--- src/rtl/wall_scroller.sv ---
// rtl/wall_scroller.sv - scrolling wall geometry, respawn, freeze-on-hit and score
//
// Purpose:
//   Moves a single wall (pipe pair) left by STEP pixels per frame tick and
//   respawns it at the right edge with a pseudo-random gap height. Motion
//   freezes while the collision checker reports a hit. Walls that clear the
//   bird are counted into a saturating 8-bit score.
//
// Ports:
//   clk           in   system clock
//   reset         in   synchronous, active-high reset
//   start         in   one-cycle pulse, begins or restarts a game
//   tick          in   frame pulse, one step per high cycle
//   touched       in   collision flag from the collision checker
//   wall_xleft    out  left edge of the wall
//   wall_xright   out  right edge of the wall
//   wall_topy     out  top of the gap (bottom of the upper pipe)
//   wall_bottomy  out  bottom of the gap (top of the lower pipe)
//   wall_valid    out  geometry is meaningful (RUN or HIT)
//   passed        out  one-cycle pulse when the wall clears the bird
//   score         out  walls passed this game, saturating at 255
//   state_hit     out  high while frozen after a collision

module wall_scroller #(
  parameter int XW       = 9,
  parameter int YW       = 7,
  parameter int SCREEN_W = 160,
  parameter int WALL_W   = 16,
  parameter int GAP_H    = 40,
  parameter int Y_MIN    = 8,
  parameter int GAP_MASK = 63,
  parameter int STEP     = 2,
  parameter int BIRD_X   = 32
) (
  input  logic          clk,
  input  logic          reset,
  input  logic          start,
  input  logic          tick,
  input  logic          touched,
  output logic [XW-1:0] wall_xleft,
  output logic [XW-1:0] wall_xright,
  output logic [YW-1:0] wall_topy,
  output logic [YW-1:0] wall_bottomy,
  output logic          wall_valid,
  output logic          passed,
  output logic [7:0]    score,
  output logic          state_hit
);

  localparam logic [1:0] S_IDLE = 2'd0;
  localparam logic [1:0] S_RUN  = 2'd1;
  localparam logic [1:0] S_HIT  = 2'd2;

  localparam logic [XW-1:0] SPAWN_XL = XW'(SCREEN_W);
  localparam logic [XW-1:0] SPAWN_XR = XW'(SCREEN_W + WALL_W - 1);
  localparam logic [XW-1:0] STEP_V   = XW'(STEP);
  localparam logic [XW-1:0] BIRD_XV  = XW'(BIRD_X);
  localparam logic [YW-1:0] Y_MIN_V  = YW'(Y_MIN);
  localparam logic [YW-1:0] GAP_H_V  = YW'(GAP_H);
  localparam logic [7:0]    MASK_V   = 8'(GAP_MASK);
  localparam logic [7:0]    SEED     = 8'hA5;

  logic [1:0]    state_q, state_d;
  logic [XW-1:0] xleft_q, xleft_d;
  logic [XW-1:0] xright_q, xright_d;
  logic [YW-1:0] topy_q, topy_d;
  logic [YW-1:0] bottomy_q, bottomy_d;
  logic          valid_q, valid_d;
  logic          passed_q, passed_d;
  logic [7:0]    score_q, score_d;
  logic          hit_q, hit_d;
  logic [7:0]    lfsr_q, lfsr_d;

  logic          lfsr_fb;
  logic [YW-1:0] spawn_topy;
  logic [XW-1:0] moved_xright;
  logic [XW-1:0] moved_xleft;
  logic          crosses_bird;
  logic [7:0]    score_inc;
  logic          do_spawn;

  // Taps 8,6,5,4 of x^8+x^6+x^5+x^4+1; a maximal-length polynomial, so the
  // register never reaches zero from a nonzero seed.
  assign lfsr_fb = lfsr_q[7] ^ lfsr_q[5] ^ lfsr_q[4] ^ lfsr_q[3];

  // Gap height is taken from the LFSR value present in the spawn cycle.
  assign spawn_topy   = Y_MIN_V + YW'(lfsr_q & MASK_V);

  assign moved_xright = xright_q - STEP_V;
  assign moved_xleft  = (xleft_q < STEP_V) ? '0 : (xleft_q - STEP_V);
  assign crosses_bird = (xright_q >= BIRD_XV) && (moved_xright < BIRD_XV);
  assign score_inc    = (score_q == 8'hFF) ? score_q : (score_q + 8'd1);

  always_comb begin
    state_d   = state_q;
    xleft_d   = xleft_q;
    xright_d  = xright_q;
    topy_d    = topy_q;
    bottomy_d = bottomy_q;
    passed_d  = 1'b0;
    score_d   = score_q;
    do_spawn  = 1'b0;
    lfsr_d    = {lfsr_q[6:0], lfsr_fb};

    case (state_q)
      S_IDLE: begin
        if (start) begin
          do_spawn = 1'b1;
          score_d  = 8'd0;
          state_d  = S_RUN;
        end
      end
      S_RUN: begin
        if (start) begin
          do_spawn = 1'b1;
          score_d  = 8'd0;
        end else if (touched) begin
          // Collision wins over a coincident tick: freeze where we are.
          state_d = S_HIT;
        end else if (tick) begin
          if (xright_q < STEP_V) begin
            // Respawn instead of wrapping; never counts as a pass.
            do_spawn = 1'b1;
          end else begin
            xright_d = moved_xright;
            xleft_d  = moved_xleft;
            if (crosses_bird) begin
              passed_d = 1'b1;
              score_d  = score_inc;
            end
          end
        end
      end
      S_HIT: begin
        if (start) begin
          do_spawn = 1'b1;
          score_d  = 8'd0;
          state_d  = S_RUN;
        end
      end
      default: begin
        state_d = S_IDLE;
      end
    endcase

    if (do_spawn) begin
      xleft_d   = SPAWN_XL;
      xright_d  = SPAWN_XR;
      topy_d    = spawn_topy;
      bottomy_d = spawn_topy + GAP_H_V;
    end

    // Status flags are registered from the next state so they line up with
    // the geometry they describe.
    valid_d = (state_d == S_RUN) || (state_d == S_HIT);
    hit_d   = (state_d == S_HIT);
  end

  always_ff @(posedge clk) begin
    if (reset) begin
      state_q   <= S_IDLE;
      xleft_q   <= '0;
      xright_q  <= '0;
      topy_q    <= '0;
      bottomy_q <= '0;
      valid_q   <= 1'b0;
      passed_q  <= 1'b0;
      score_q   <= 8'd0;
      hit_q     <= 1'b0;
      lfsr_q    <= SEED;
    end else begin
      state_q   <= state_d;
      xleft_q   <= xleft_d;
      xright_q  <= xright_d;
      topy_q    <= topy_d;
      bottomy_q <= bottomy_d;
      valid_q   <= valid_d;
      passed_q  <= passed_d;
      score_q   <= score_d;
      hit_q     <= hit_d;
      lfsr_q    <= lfsr_d;
    end
  end

  assign wall_xleft   = xleft_q;
  assign wall_xright  = xright_q;
  assign wall_topy    = topy_q;
  assign wall_bottomy = bottomy_q;
  assign wall_valid   = valid_q;
  assign passed       = passed_q;
  assign score        = score_q;
  assign state_hit    = hit_q;

endmodule
--- config.mk ---
export PLATFORM = sky130hd
export DESIGN_NAME = wall_scroller
export DESIGN_NICKNAME = d
export VERILOG_FILES = /design/src/rtl/wall_scroller.sv
export SDC_FILE = /design/constraint.sdc
export NUM_CORES = 1
export LEC_CHECK = 0
export CORE_UTILIZATION = 25
export CTS_BUF_LIST = sky130_fd_sc_hd__clkbuf_4
export DETAILED_ROUTE_END_ITERATION = 6
export PLACE_DENSITY = 0.49
export SLEW_MARGIN = 20
export SYNTH_ARGS = -nofsm -noshare
export SYNTH_HDL_FRONTEND = slang
export SYNTH_SLANG_ARGS = --single-unit
export TNS_END_PERCENT = 50
--- constraint.sdc ---
create_clock -name clk -period 2.15 [get_ports clk]
set_clock_uncertainty 0.1 [all_clocks]
set_input_delay 0.645 -clock clk [delete_from_list [all_inputs] [get_ports clk]]
set_output_delay 0.645 -clock clk [all_outputs]
set_load 0.02 [all_outputs]
---- Word-level counts from Yosys, hierarchy flattened ----
Index checks and enable logic that the tools add are counted.
Widths: inputs -> output; s select.
word-level totals
  flip-flop bits (word level) ............. 53
  input bits .............................. 5
  logic and storage cells ................. 87
  output and inout port bits .............. 43
operators by class
  eq/ne operators ......................... 14
  bitwise operators ....................... 8
  magnitude comparators ................... 4
  multiplexer cells ....................... 32
  $add $sub $neg .......................... 5
  reductions and logical operators ........ 12
operator list
  cell                 count
  $mux 8               19
  $lt 9x2->1 const B   2
  $sub 9x2->9 const B  2
  $pmux 8 s2           1
  $ne 3x3->1 const B   5
  $reduce_and 5->1     2
  $ge 9x6->1 const B   1
  $lt 9x6->1 const B   1
  $mux 9               1
  $add 8x1->8 const B  1
  $eq 8x8->1 const B   1
  $add 4x6->7 const A  1
  $add 7x6->7 const B  1
  $reduce_and 7->1     1
  $mux 1               6
  $mux 2               3
  $ne 2x1->1 const B   3
  $reduce_bool 2->1    3
  $reduce_or 6->1      1
  $not 1->1            5
  $eq 2x1->1 const B   2
  $eq 2x2->1 const B   2
  $pmux 2 s2           1
  $reduce_or 2->1      2
  6 further kinds      8

---- Logic depth before layout (Yosys ltp) ----
  word-level depth ........................ 9
  gate-level depth with buffers ........... 8
  mapped depth without buffers ............ 6

---- Worst setup path before layout ----
No wires, ideal clock.
  path type ............................... input-to-reg
  start point ............................. input port start
  end point ............................... register xleft_q[4], in the netlist wall_xleft[4]
  stages .................................. 5
  setup time .............................. 0.079 ns
  path buffers ............................ 1
  required time ........................... 1.971 ns
  path slack .............................. -0.080 ns
  arrival ................................. 2.051 ns
  cells stage by stage .................... or3b_1 > or2_1 > buf_6 > or4_4 > a211oi_2
on the way
  word-level cells in the longest chain between the ends .. 3
  elaborated cells between the ends (all ways) .. 6
  those cells by class .................... mux (3); bitwise (1); reduce/logical (2)
RTL lines
  element                    RTL line       text
  from (decl)                37             input logic start,
  $mux 1 (on tied branches)  107, 135, 114
  $pmux 1 s2                 105            case (state_q)
  $reduce_or 2->1 (no line)  -
  to (signal assigned)       173            xleft_q <= xleft_d;
  to (decl)                  64             logic [XW-1:0] xleft_q, xleft_d;
Parallel ways exist; a longest one is shown, timed or not.
A chain may end at the register's enable or synchronous reset.

---- Worst setup path in the final report ----
  start point ............................. input port start
  end point ............................... register xleft_q[6], in the netlist wall_xleft[6]
Same word-level chain as after synthesis.

==> results.toml <==
[status]
status = "completed"

[clock_network]
cts_buffer_depth = 2
clk_pin_slew_ns = 0.17
clk_latency_ns = 0.37
cts_tree = "done"
htree_num_levels = 2
cts.sinks = 50
numCtsBuffers = 5
root_buffer = "clkbuf_4"

[global_route]
grt_pass1_vias = 2483
grtUsageTotal = 0.138
grt_pass1_wl_um = 12300
antenna_found_initial = 0
overflow = 0
grt_max_degree = 18

[drt]
wl_met1_um = 3640
met2_length_um = 3500
detailroute.via_count = 2574
routed_via_density = 4.91
routedWlPerCell_um = 14.2
drt_pre_antenna_iters = 4
wl_um = 7420
drc = 0
antenna_left = 0
drt-initial-drc-count = 118
wl_met3_um = 247
top_layer_used = "met4"

[finish]
syn_to_final_growth_pct = 40.6
drive_gt1_frac = 0.205
fin_nets = 402
antenna_cells = 0
final_cells = 524

[logic_synthesis]
synth.distinct_cells = 56
synth_ff_type = "dfxtp_1"
synthesis.nets = 321
ys_top_cells_by_count = "50 x dfxtp_1, 31 x o21ai_0, 23 x nor2b_1"
yosys-top-cells-area = "dfxtp_1 39%, o21ai_0 6.0%, nor2b_1 5.6%"
synth_top_area_share = 0.388
synth-async-reset-ratio = 0
avgSynthCellArea_um2 = 8.36
yosysSeqAreaShare = 0.388
yosysWarnings = 0
ys_ff_latch = 50
synth_top_area_cell = "dfxtp_1"
synth_most_common_cell = "dfxtp_1"
synth_area_um2 = 2580
syn_inst = 309
synth_edf_count = 0

[die]
num_io_pins = 48
row_count = 36
dieArea_um2 = 10700
initial_core_util = 0.261
fp.dieH_um = 104
die_w_um = 104
core_area_um2 = 9910

[sta]
finalHoldViolCount = 0
slew_violations = 0
max_freq_mhz = 468
finalSetupTns_ns = 0
min_period_ns = 2.14
min_period_over_period = 0.994
setup_viol = 0
rsz0062_at_grt = "no"
max_slew_margin = 0.516
worst_pin_slew_ns = 0.726

[placed_design]
placedCellCount = 514
hpwl_um = 5220
gp_congestion = 0.822
port_buffers = 47

[hold_path]
hp-class = "flip-flop to flip-flop"

[power]
powerDensity_nw_per_um2 = 538
p_leak_nw = 1.72
ir_drop_mv = 0.265

[worst_setup_path]
cp-end-kind = "flip-flop"
path_class = "input pin to flip-flop"
critPathLaunchType = "input pin"
crit_fanout = 7
cp.required_ns = 2.32
crit_arrival_ns = 2.31

[run]
maxCapViolations = 0
cells in the final DEF, fill, tap and decap left out, types with 2 or more instances in the layout:
master and count:
dfxtp_1 48, nor2b_1 23, a221oi_1 2, clkbuf_4 5, a21oi_1 22, nand3_1 20
or4b_4 2, buf_12 2, nand4_1 14, dlygate4sd2_1 20, o31ai_1 6, nand2b_1 3
xnor2_1 3, nor4_1 2, a31o_2 2, dfxtp_2 2, o21a_1 3, clkdlybuf4s50_1 10
xor2_1 2, inv_1 12, o21ai_0 30, and4_1 2, nand3b_1 2, or4_1 3
or2_2 5, ha_1 6, a21o_1 2, and3_1 2, dlymetal6s2s_1 16, a211oi_2 2
nor2_1 15, a31oi_1 3, a211oi_1 6, buf_4 48, nor3b_1 7, nand2_1 7
nor3_1 3
kinds of logic after synthesis:
family          after synthesis  share of synthesized area
simple gates                123                      0.286
mux                           1                    0.00388
buf+inv                      36                     0.0620
fa+ha+maj                     7                     0.0339
xor+xnor                      5                     0.0170
flops                        50                      0.388
compound gates               87                      0.209
layer usage:
layer	vias up	track usage
li1	1295	-
met1	1236	0.189
met2	39	0.229
met3	4	0.0233
met4	0	0.0248
met5	-	0
final timing paths:
kind	startpoint	endpoint	slack [ns]	depth (start not counted)
setup / recovery	start	wall_xleft[6]	0.01	6
hold / removal	lfsr_q[6]	lfsr_q[7]	0.34	1
setup reg to reg	state_q[0]	wall_xleft[6]	0.11	5
hold reg to reg	lfsr_q[6]	lfsr_q[7]	0.34	1
power by group:
| part | internal, mW | total (mW) | leakage (nW) | switching [mW] |
|---|---|---|---|---|
| Combinational | 0.214 | 0.467 | 1.27 | 0.254 |
| Sequential | 0.976 | 1.01 | 0.411 | 0.0357 |
| Clock | 0.135 | 0.477 | 0.0318 | 0.342 |
registers in the layout (all words and copies together), names as in the netlist:
signal / count
wall_bottomy: 4
wall_valid: 1
state_q: 2
lfsr_q: 8
score: 8
wall_xleft: 9
wall_topy: 7
wall_xright: 9
state_hit: 1
passed: 1
metrics by stage:
stage                     hold WS [ns]  utilization  total power [mW]  instance area (um2)  setup WS [ns]
final                            0.338        0.367              1.96                 3630         0.0128
after global routing             0.351        0.367              2.06                 3630       0.000672
after CTS                        0.340        0.360              1.97                 3570        0.00169
after detailed placement         0.298        0.353              1.50                 3500         -0.561
after global placement           0.294        0.353              1.50                 3500         -0.519
after floorplan                  0.289            -              1.29                 2580       -0.00852
worst max-delay path, cell delays in order:
cell and delay (ns):
dlygate4sd2_1 0.25, or3b_1 0.40, or2_4 0.30, buf_2 0.18, o41ai_1 0.42, a211oi_2 0.11
what timing repair did:
item	CTS	global route
pin swaps	6	1
endpoints found under the setup margin	28	25
gates resized for setup	29	22
hold buffers	0	0
buffers inserted	2	0
cell type report:
cell class / count / area [um2]
clock buffers: 5 / 37.5
multi-input cells: 223 / 1460
inverters: 12 / 45.0
well taps: 133 / 166
clock inverters: 3 / 25.0
flip-flops and latches: 50 / 1000
fillers: 1046 / 6280
repair buffers: 98 / 891
Power figures use the tool's default switching activity.
